===== src/rtl/nrisc_pkg.sv =====
// Shared nRisc definitions: opcodes, instruction field positions and fetch FSM states.
package nrisc_pkg;

    localparam logic [2:0] OP_NOP = 3'b000;
    localparam logic [2:0] OP_LI  = 3'b011;
    localparam logic [2:0] OP_JMP = 3'b111;

    localparam int OP_MSB = 7;
    localparam int OP_LSB = 5;
    localparam int RA_MSB = 4;
    localparam int RA_LSB = 2;
    localparam int RB_MSB = 1;
    localparam int RB_LSB = 0;

    typedef enum logic [2:0] {
        FILL  = 3'd0,
        RUN   = 3'd1,
        IMM   = 3'd2,
        JWAIT = 3'd3,
        REDIR = 3'd4
    } fetch_state_e;

endpackage


===== src/rtl/instr_split.sv =====
// Combinational split of an 8-bit nRisc word into opcode and register fields.
module instr_split
    import nrisc_pkg::*;
(
    input  logic [7:0] word,
    output logic [2:0] op,
    output logic [2:0] ra,
    output logic [2:0] rb
);

    assign op = word[OP_MSB:OP_LSB];
    assign ra = word[RA_MSB:RA_LSB];
    assign rb = {1'b0, word[RB_MSB:RB_LSB]};

endmodule


===== src/rtl/fetch_unit.sv =====
// nRisc instruction fetch: PC, ROM-latency fill, LI immediate pass-through and JMP freeze/redirect.
module fetch_unit
    import nrisc_pkg::*;
#(
    parameter int                ADDR_W   = 8,
    parameter logic [ADDR_W-1:0] RESET_PC = '0
) (
    input  logic              clock,
    input  logic              reset,
    input  logic              stall,
    output logic [ADDR_W-1:0] imem_addr,
    input  logic [7:0]        imem_rdata,
    output logic [2:0]        operation,
    output logic [2:0]        reg_a,
    output logic [2:0]        reg_b,
    output logic [7:0]        data,
    input  logic              branch_valid,
    input  logic [ADDR_W-1:0] branch_target,
    output logic              jumped
);

    fetch_state_e      state_q, state_d;
    logic [ADDR_W-1:0] pc_q, pc_d;
    logic [2:0]        operation_q, operation_d;
    logic [2:0]        reg_a_q, reg_a_d;
    logic [2:0]        reg_b_q, reg_b_d;
    logic [7:0]        data_q, data_d;
    logic              jumped_q, jumped_d;

    logic [2:0] dec_op, dec_ra, dec_rb;

    instr_split u_split (
        .word (imem_rdata),
        .op   (dec_op),
        .ra   (dec_ra),
        .rb   (dec_rb)
    );

    always_comb begin
        state_d     = state_q;
        pc_d        = pc_q;
        operation_d = operation_q;
        reg_a_d     = reg_a_q;
        reg_b_d     = reg_b_q;
        data_d      = data_q;
        jumped_d    = jumped_q;
        if (!stall) begin
            // Every non-stalled cycle starts from a bubble; only RUN and IMM put a word out.
            operation_d = OP_NOP;
            reg_a_d     = '0;
            reg_b_d     = '0;
            data_d      = '0;
            jumped_d    = 1'b0;
            case (state_q)
                FILL: begin
                    pc_d    = pc_q + ADDR_W'(1);
                    state_d = RUN;
                end
                RUN: begin
                    operation_d = dec_op;
                    reg_a_d     = dec_ra;
                    reg_b_d     = dec_rb;
                    data_d      = imem_rdata;
                    if (dec_op == OP_JMP) begin
                        state_d = JWAIT;
                    end else begin
                        pc_d = pc_q + ADDR_W'(1);
                        if (dec_op == OP_LI) state_d = IMM;
                    end
                end
                IMM: begin
                    data_d  = imem_rdata;
                    pc_d    = pc_q + ADDR_W'(1);
                    state_d = RUN;
                end
                JWAIT: begin
                    if (branch_valid) begin
                        pc_d     = branch_target;
                        jumped_d = 1'b1;
                        state_d  = REDIR;
                    end
                end
                REDIR: begin
                    pc_d    = pc_q + ADDR_W'(1);
                    state_d = RUN;
                end
                default: state_d = FILL;
            endcase
        end
    end

    always_ff @(posedge clock or posedge reset) begin
        if (reset) begin
            state_q     <= FILL;
            pc_q        <= RESET_PC;
            operation_q <= OP_NOP;
            reg_a_q     <= '0;
            reg_b_q     <= '0;
            data_q      <= '0;
            jumped_q    <= 1'b0;
        end else begin
            state_q     <= state_d;
            pc_q        <= pc_d;
            operation_q <= operation_d;
            reg_a_q     <= reg_a_d;
            reg_b_q     <= reg_b_d;
            data_q      <= data_d;
            jumped_q    <= jumped_d;
        end
    end

    assign imem_addr = pc_q;
    assign operation = operation_q;
    assign reg_a     = reg_a_q;
    assign reg_b     = reg_b_q;
    assign data      = data_q;
    assign jumped    = jumped_q;

endmodule

===== config.mk =====
export PLATFORM = sky130hd
export DESIGN_NAME = fetch_unit
export DESIGN_NICKNAME = d
export VERILOG_FILES = /design/src/rtl/nrisc_pkg.sv /design/src/rtl/instr_split.sv /design/src/rtl/fetch_unit.sv
export SDC_FILE = /design/constraint.sdc
export NUM_CORES = 1
export LEC_CHECK = 0
export CAP_MARGIN = 0
export CORE_ASPECT_RATIO = 1.1
export CORE_MARGIN = 2
export CORE_UTILIZATION = 32
export CTS_CLUSTER_DIAMETER = 80
export DETAILED_ROUTE_END_ITERATION = 10
export HOLD_SLACK_MARGIN = 0.02
export SYNTH_ARGS = -nofsm -noshare
export SYNTH_HDL_FRONTEND = slang
export SYNTH_SLANG_ARGS = --single-unit

===== constraint.sdc =====
create_clock -name clock -period 1.7 [get_ports clock]
set_input_delay 0.51 -clock clock [delete_from_list [all_inputs] [get_ports clock]]
set_output_delay 0.51 -clock clock [all_outputs]
set_load 0.03 [all_outputs]

### Word level (Yosys, flattened, before mapping)

Index checks and enable logic that the tools add are counted.
Widths: inputs -> output; s select.

* register bits after elaboration: 29
* bits of input ports: 20
* output and inout port bits: 26
* word-level logic and storage cells: 37

* add/sub/neg operators: 1
* equality and inequality tests: 9
* muxes and demuxes: 13
* bitwise operators: 1
* reduce and logical (&&, ||, !) cells: 6

Operators by type and width (number)
* $mux 8: 3
* $pmux 8 s3: 1
* $mux 3: 5
* $eq 3x2->1 const B: 3
* $pmux 3 s3: 1
* $add 8x1->8 const B: 1
* $eq 3x3->1 const B: 2
* $ne 2x2->1 const B: 2
* $reduce_and 4->1: 1
* $eq 3x1->1 const B: 1
* $logic_not 3->1: 1
* $ne 3x3->1 const B: 1
* $reduce_and 3->1: 1
* $reduce_bool 3->1: 1
* $reduce_or 3->1: 1
* $mux 1: 2
* $mux 2: 1
* $reduce_or 2->1: 1
* $not 1->1: 1

### Depth between registers and ports, before layout

* depth after elaboration: 4
* depth in mapped cells: 6
* mapped depth without buffers: 5

### By module

Synthesis repeated with hierarchy kept, for this count alone.

* cell total of the unflattened synthesis: 130
* area total of the unflattened synthesis: 1501.4 um^2

By module, submodules not included
* fetch_unit: times used 1, cells each 120, area each 1430.1 um^2, sequential area each 725.7 um^2
* instr_split: times used 1, cells each 10, area each 71.3 um^2, sequential area each 0.0 um^2

### Worst setup path after synthesis

Ideal clock, no wire load.

* path type: reg2reg
* start point: reg pc_q[2] (netlist: imem_addr[2])
* end point: reg pc_q[5] (netlist: imem_addr[5])
* library setup time: 0.121 ns
* arrival: 1.395 ns
* required time: 1.579 ns
* path slack: 0.184 ns
* stages on the path, launching flop included: 5
* path buffers: 0
* period minus slack after synthesis: 1.516 ns
* cell sequence: dfrtp_1 -> and4_1 -> nand2_1 -> a211o_1 -> a22o_1

* cells in the longest elaborated chain, start to end: 3

Ends and longest elaborated chain
* start, declared: line fetch_unit.sv:23 `logic [ADDR_W-1:0] pc_q, pc_d;`
* start signal, assigned: line fetch_unit.sv:103 `pc_q <= pc_d;`
* $add 8x1->8 *
* $mux 8: line fetch_unit.sv:64 `if (dec_op == OP_JMP) begin`
* $pmux 8 s3 *: line fetch_unit.sv:54 `case (state_q)`

Mark *: on every way between the ends. The rest lies on a longest branch, timed or not. The select of a mux whose other input is x is not followed.
A chain may end at the register's enable or synchronous reset.

### Worst setup path after layout

* start point: in branch_valid
* end point: reg pc_q[7] (netlist: imem_addr[7])

* cells in the longest elaborated chain, start to end: 2

Ends and longest elaborated chain
* start, declared: line fetch_unit.sv:17 `input logic branch_valid,`
* $ne 2x2->1 (no line)
* $reduce_and 4->1 (no line)

No other way between the ends.

==> summary.json <==
{
  "vias_per_cell": {"value": 5.179},
  "drt-initial-drc-count": {"value": 59},
  "ys_top_cells_by_area": {"value": "sky130_fd_sc_hd__dfrtp_1 (50%), sky130_fd_sc_hd__a22o_1 (12%), sky130_fd_sc_hd__nor2b_1 (4.0%), sky130_fd_sc_hd__a2bb2oi_1 (3.1%), sky130_fd_sc_hd__nand2_1 (2.4%)"},
  "global_route.overflow_total": {"value": 0},
  "start_of_the_worst_register_to_register_path": {"value": "state_q[1]$_DFFE_PP0P_"},
  "ys_warn_count": {"value": 0},
  "rsz_0062_raised_after_global_routing": {"value": "false"},
  "cap_viol_max_count": {"value": 0},
  "layout.cells.non_filler": {"value": 246},
  "coreArea": {"value": 4254, "unit": "µm²"},
  "clock_tree.root_cell": {"value": "sky130_fd_sc_hd__clkbuf_8"},
  "die_width": {"value": 67.07, "unit": "µm"},
  "synth_top_area_share": {"value": 50.04, "unit": "%"},
  "syn-mean-instance-area": {"value": 10.61, "unit": "µm²"},
  "finalPower": {"value": 3.154, "unit": "mW"},
  "async_reset_ff_share": {"value": 100.0, "unit": "%"},
  "yosys_register_bits": {"value": 28},
  "finClkSkew": {"value": 3.943, "unit": "ps"},
  "critPathArrivalTime": {"value": 1800, "unit": "ps"},
  "num_vias": {"value": 1274},
  "place.detailed.instances": {"value": 241},
  "max_clock_freq": {"value": 609.7, "unit": "MHz"},
  "synthTopCellsByCount": {"value": "sky130_fd_sc_hd__dfrtp_1 (28), sky130_fd_sc_hd__a22o_1 (19), sky130_fd_sc_hd__nand2_1 (9), sky130_fd_sc_hd__nor2b_1 (9), sky130_fd_sc_hd__nor2_1 (8)"},
  "area_leader_netlist": {"value": "sky130_fd_sc_hd__dfrtp_1"},
  "design.die.area": {"value": 4921, "unit": "µm²"},
  "critPathMaxFanout": {"value": 6},
  "initial_utilization": {"value": 32.91, "unit": "%"},
  "finalCriticalPeriod": {"value": 1640, "unit": "ps"},
  "clock_tree_from_tritoncts": {"value": "done"},
  "drc_errors": {"value": 0},
  "cts_hold_buffers": {"value": 0},
  "power_per_cell_area": {"value": 1531, "unit": "nW/µm²"},
  "worst_hold_startpoint": {"value": "operation[1]$_DFFE_PP0N_"},
  "finalSetupTns": {"value": 0, "unit": "ps"},
  "worst-endpoint-required": {"value": 1860, "unit": "ps"},
  "critical_setup_path_class": {"value": "in2reg"},
  "syn_nets": {"value": 153},
  "floorplan.die.height": {"value": 73.38, "unit": "µm"},
  "number_of_inserted_diodes": {"value": 0},
  "postSynthCellCount": {"value": 132},
  "timing.critical_path.from_type": {"value": "input port"},
  "number_of_max_slew_violations_in_the_final_report": {"value": 0},
  "gp_routability_congestion": {"value": 0.8746},
  "ys_types": {"value": 36},
  "finish.net_count": {"value": 214},
  "place_hpwl": {"value": 2.677, "unit": "mm"},
  "power_leakage": {"value": 0.9906, "unit": "nW"},
  "worstHoldPathType": {"value": "reg2reg"},
  "worst_slack": {"value": 59.75, "unit": "ps"},
  "clock_latency_late_sink": {"value": 260, "unit": "ps"},
  "rows": {"value": 25},
  "irDropWorstVdd": {"value": 824.1, "unit": "µV"},
  "cts_sinks": {"value": 28},
  "synth_cell_area": {"value": 1400, "unit": "µm²"},
  "clock_pin_transition_on_the_worst_setup_and_hold_timing_paths": {"value": 90, "unit": "ps"},
  "worst_setup_path_end_kind": {"value": "flip-flop"},
  "ant_nets": {"value": 0},
  "synth_enable_flop_cells": {"value": 0},
  "cts.htree.levels": {"value": 1},
  "finalWirelength": {"value": 3.477, "unit": "mm"},
  "first_pass_grt_wire_length": {"value": 5.678, "unit": "mm"},
  "yosys.cell_count.top_type": {"value": "sky130_fd_sc_hd__dfrtp_1"},
  "max_clock_buf_depth": {"value": 2},
  "finalSetupViolations": {"value": 0},
  "post-place-ws": {"value": -281.0, "unit": "ps"},
  "drt_pass1_iterations": {"value": 4},
  "ioPinCount": {"value": 46},
  "run_status": {"value": "completed"},
  "startpoint": {"value": "branch_valid"},
  "grt_resource_usage_total": {"value": 14.85, "unit": "%"},
  "drive_above_1_share": {"value": 16.67, "unit": "%"},
  "cts_buffer_count": {"value": 3},
  "grt_pass1_vias": {"value": 1258},
  "synthFlopType": {"value": "sky130_fd_sc_hd__dfrtp_1"},
  "area_growth": {"value": 47.10, "unit": "%"},
  "finalHoldViolCount": {"value": 0},
  "pin_count_of_the_biggest_net_entering_global_routing": {"value": 30},
  "avgRoutedWirePerCell": {"value": 14.13, "unit": "µm"},
  "finalCritPeriodShare": {"value": 96.49, "unit": "%"},
  "layout.filler_cells": {"value": 416},
  "portbufs": {"value": 44},
  "yosysSeqAreaShare": {"value": 50.04, "unit": "%"},
  "antenna_found_initial": {"value": 0}
}
-- sequential cells by signal, summed over array words and instances (netlist names) --
signal,cells
imem_addr,8
state_q,3
data,8
operation,3
reg_b,2
reg_a,3
jumped,1
-- stage by stage --
step	instance area (µm²)	hold WS, ps	utilization (%)
floorplan	1400	575.4	-
global placement	2017	492.2	47.41
detailed placement	2017	496.1	47.41
CTS	2048	516.1	48.15
global route	2059	535.9	48.41
finish	2059	513.9	48.41
-- power breakdown --
| part | total, mW | internal [mW] | leakage (nW) | switching (mW) |
|---|---|---|---|---|
| Sequential | 1.04 | 0.886 | 0.351 | 0.157 |
| Combinational | 1.72 | 0.742 | 0.611 | 0.975 |
| Clock | 0.395 | 0.207 | 0.0288 | 0.188 |
-- critical path, cell delays in order --
cell and delay (ps):
sky130_fd_sc_hd__clkdlybuf4s50_1 480, sky130_fd_sc_hd__o311ai_4 350, sky130_fd_sc_hd__nor2_2 130, sky130_fd_sc_hd__buf_12 150
sky130_fd_sc_hd__a22o_1 190
-- per-layer routing --
metal  vias up  part of all wire [%]  track usage [%]  wire [µm]
met5         -                     0                0          0
met4         0                  0.32            2.721         11
met3         2                   7.7            2.757        268
met2        52                    50            26.51       1728
met1       614                    42            18.67       1468
li1        606                     -                -          -
-- cell type report --
type / count / area [µm²] / share of cell area (%)
inverters: 6 / 22.52 / 1.094
flip-flops and latches: 28 / 701.9 / 34.08
repair buffers: 64 / 576.8 / 28.01
multi-input cells: 90 / 635.6 / 30.86
well taps: 54 / 67.56 / 3.281
clock buffers: 4 / 55.05 / 2.673
-- cell families (layout without fill, tap and decap cells) --
logic type	count (synthesis)	after routing	synth area share, %
AOI/OAI and AO/OA	43	43	26.09
xor gates and xnor gates	1	1	0.6257
adders and majority gates	1	1	0.8935
buffers and inverters	14	74	4.914
DFF	28	28	50.04
muxes	1	1	1.072
other	1	1	0.2678
and+or+nand+nor	43	43	16.08
-- path summary, 6_finish.rpt --
check / to / slack, ps / cells past startpoint
setup / recovery: imem_addr[7]$_DFFE_PP0P_ / 60 / 5
hold / removal: operation[1]$_DFFE_PP0N_ / 510 / 1
setup reg to reg: imem_addr[6]$_DFFE_PP0P_ / 80 / 6
hold reg to reg: operation[1]$_DFFE_PP0N_ / 510 / 1
max in group asynchronous: state_q[1]$_DFFE_PP0P_ / 810 / 3
min in group asynchronous: jumped$_DFFE_PP0N_ / 600 / 3
-- cell usage in the layout (no fill, tap or decap), types with 3 or more instances in the layout --
cell type	n
sky130_fd_sc_hd__dfrtp_1	27
sky130_fd_sc_hd__dlygate4sd2_1	25
sky130_fd_sc_hd__a22o_1	19
sky130_fd_sc_hd__buf_4	19
sky130_fd_sc_hd__clkdlybuf4s50_1	17
sky130_fd_sc_hd__nor2b_1	9
sky130_fd_sc_hd__nand2_1	9
sky130_fd_sc_hd__nor2_1	8
sky130_fd_sc_hd__inv_1	5
sky130_fd_sc_hd__o21ai_0	5
sky130_fd_sc_hd__a2bb2oi_1	5
sky130_fd_sc_hd__nor3_1	4
sky130_fd_sc_hd__clkbuf_8	4
sky130_fd_sc_hd__nand3_1	3
-- repair_timing --
action                     4_1_cts  5_1_grt
buffers inserted                 1        0
setup endpoints to repair       26        2
resized for setup               25        4
pin swaps                        1        1
No activity file was read; power rests on OpenSTA's default activity.
==> variant, RTL diff (config.mk and constraints unchanged) <==
`data_q` no longer has a reset.
--- a/src/rtl/fetch_unit.sv
+++ b/src/rtl/fetch_unit.sv
@@ -96,7 +96,6 @@
             operation_q <= OP_NOP;
             reg_a_q     <= '0;
             reg_b_q     <= '0;
-            data_q      <= '0;
             jumped_q    <= 1'b0;
         end else begin
             state_q     <= state_d;
@@ -104,9 +103,12 @@
             operation_q <= operation_d;
             reg_a_q     <= reg_a_d;
             reg_b_q     <= reg_b_d;
-            data_q      <= data_d;
             jumped_q    <= jumped_d;
         end
+    end
+
+    always_ff @(posedge clock) begin
+        data_q <= data_d;
     end
 
     assign imem_addr = pc_q;
Check against the original RTL: differs if reset is asserted again (counterexample within 4 cycles, from zero or initial values and one cycle with reset high); with reset held inactive, the same outputs for 10 cycles.
==> variant against the unedited design <==
  * Worst setup slack improved by 14 ps
  * Critical path type is now flip-flop to primary output
  * Sequential cell count did not move
  * Via count fell by 9.3%
  * Largest cell class unchanged
  * Critical endpoint is now imem_addr[1]
  * Total power fell by 8.9%
  * Wire length fell by 7.7%
  * Largest power group unchanged
  * Design area fell by 4.2%
  * Synthesized area fell by 1.9%
  * Die area fell by 1.8%
==> variant: results (changes against the unedited design) <==
* First-pass GRT wire length at 5270 um (-7.2%)
* Synth cell types at 38 (+5.6%)
* Pwr/cell area at 1460 mW/mm2 (-5.0%)
* Met1 WL at 1390 um (-5.3%)
* Sequential share of power at 37.5% (+4.4 points)
* Synth top cells by count: dfrtp_1, nand2_1
* DP Wirelength at 2450 um (-8.6%)
* DR WL met3 at 160 um (-40%)
* Post-synth EDFFs at 8 (+8)
* CP startpoint: imem_addr[1]
* Peak VDD IR at 0.000746 V (-9.5%)
* Setup Skew at 2.94 ps (-1.00 ps)
* DRT iter0 DRCs at 75 (+27%)
* Layout Nets at 202 (-5.6%)
* R2R Setup Slk at 130 ps (+50 ps)
* Post_cts resized at 25 (unchanged)
* Max layer used: met3
* Worst-path fanout max at 5 (-1)
* Status: finished clean
* P_leak at 0.881 nW (-11%)
* Vias per std cell at 4.94 (-4.6%)
* Arrival @ worst endpoint at 1120 ps (-680 ps)
* Sequential area share after synthesis at 53.9% (+3.9 points)
* GRT Overall Usage at 14.1% (-0.72 points)
* Post-CTS setup buffers at 0 (-1)
* Power Clock at 0.407 mW (+3%)
* End of the critical path: imem_addr[1]
* Worst reg2reg path depth at 5 (-1)
* Vias in the first global route at 1,138 (-9.5%)
* Max incr delay on CP at 430 ps (-50 ps)
* Slowest-stage cell, CP: dfrtp_1
* Synth top area cells: dfrtp_1, edfxtp_1, a22o_1
* Routability Congestion at 0.835 (-4.6%)
* Asr flop ratio synth at 71.4% (-29 points)
* Layout cells sized above 1 at 14.4% (-2.2 points)
==> variant: changes by cell type in the layout (fill, tap and decap cells not counted), moves of 3 or more <==
cell / before / now
dfrtp_1: 27 / 20
o21ai_0: 5 / 9
buf_4: 19 / 15
edfxtp_1: 0 / 8
nor2b_1: 9 / 1
a22o_1: 19 / 9
nor3_1: 4 / 0
and2_1: 0 / 8
inv_1: 5 / 2
a21oi_1: 1 / 9
==> variant: cell type report <==
type | count | area [um2]
Timing Repair Buffer | 60 | 542
Clock buffer | 4 | 55.1
Multi-Input combinational cell | 86 | 561
Tap cell | 54 | 67.6
Fill cell | 419 | 2250
Inverter | 2 | 7.51
Sequential cell | 28 | 741
==> variant: worst min path at each step <==
| stage | end | slack, ps | cells after the start |
|---|---|---|---|
| 3_5_place_dp | reg_a[1] | 500 | 1 |
| 6_report | reg_a[1] | 510 | 1 |
| 2_1_floorplan | imem_addr[0] | 470 | 1 |
| 4_1_cts | reg_a[1] | 520 | 1 |
| 3_3_place_gp | operation[1] | 490 | 1 |
| 5_1_grt | reg_b[1] | 530 | 1 |
==> variant: per-stage QoR <==
stage | area (um2) | worst slack, ps | std cells | util (%) | setup TNS [ps]
after detailed placement | 1950 | -168 | 230 | 46.2 | -3530
final | 1970 | 74.0 | 234 | 46.7 | 0
after CTS | 1970 | 69.0 | 234 | 46.7 | 0
after floorplan | 1370 | 286 | 124 | - | 0
after global routing | 1970 | 5.99 | 234 | 46.7 | 0
after global placement | 1950 | -175 | 230 | 46.2 | -2670
==> variant: logic make-up after synthesis <==
logic type,after synthesis,synth area share (%)
buffers and inverters,10,5.28
DFF,28,53.9
AOI/OAI and AO/OA,41,21.4
other,1,0.273
adders and majority gates,1,0.911
muxes,1,0.729
and+or+nand+nor,41,16.9
xor gates and xnor gates,1,0.638
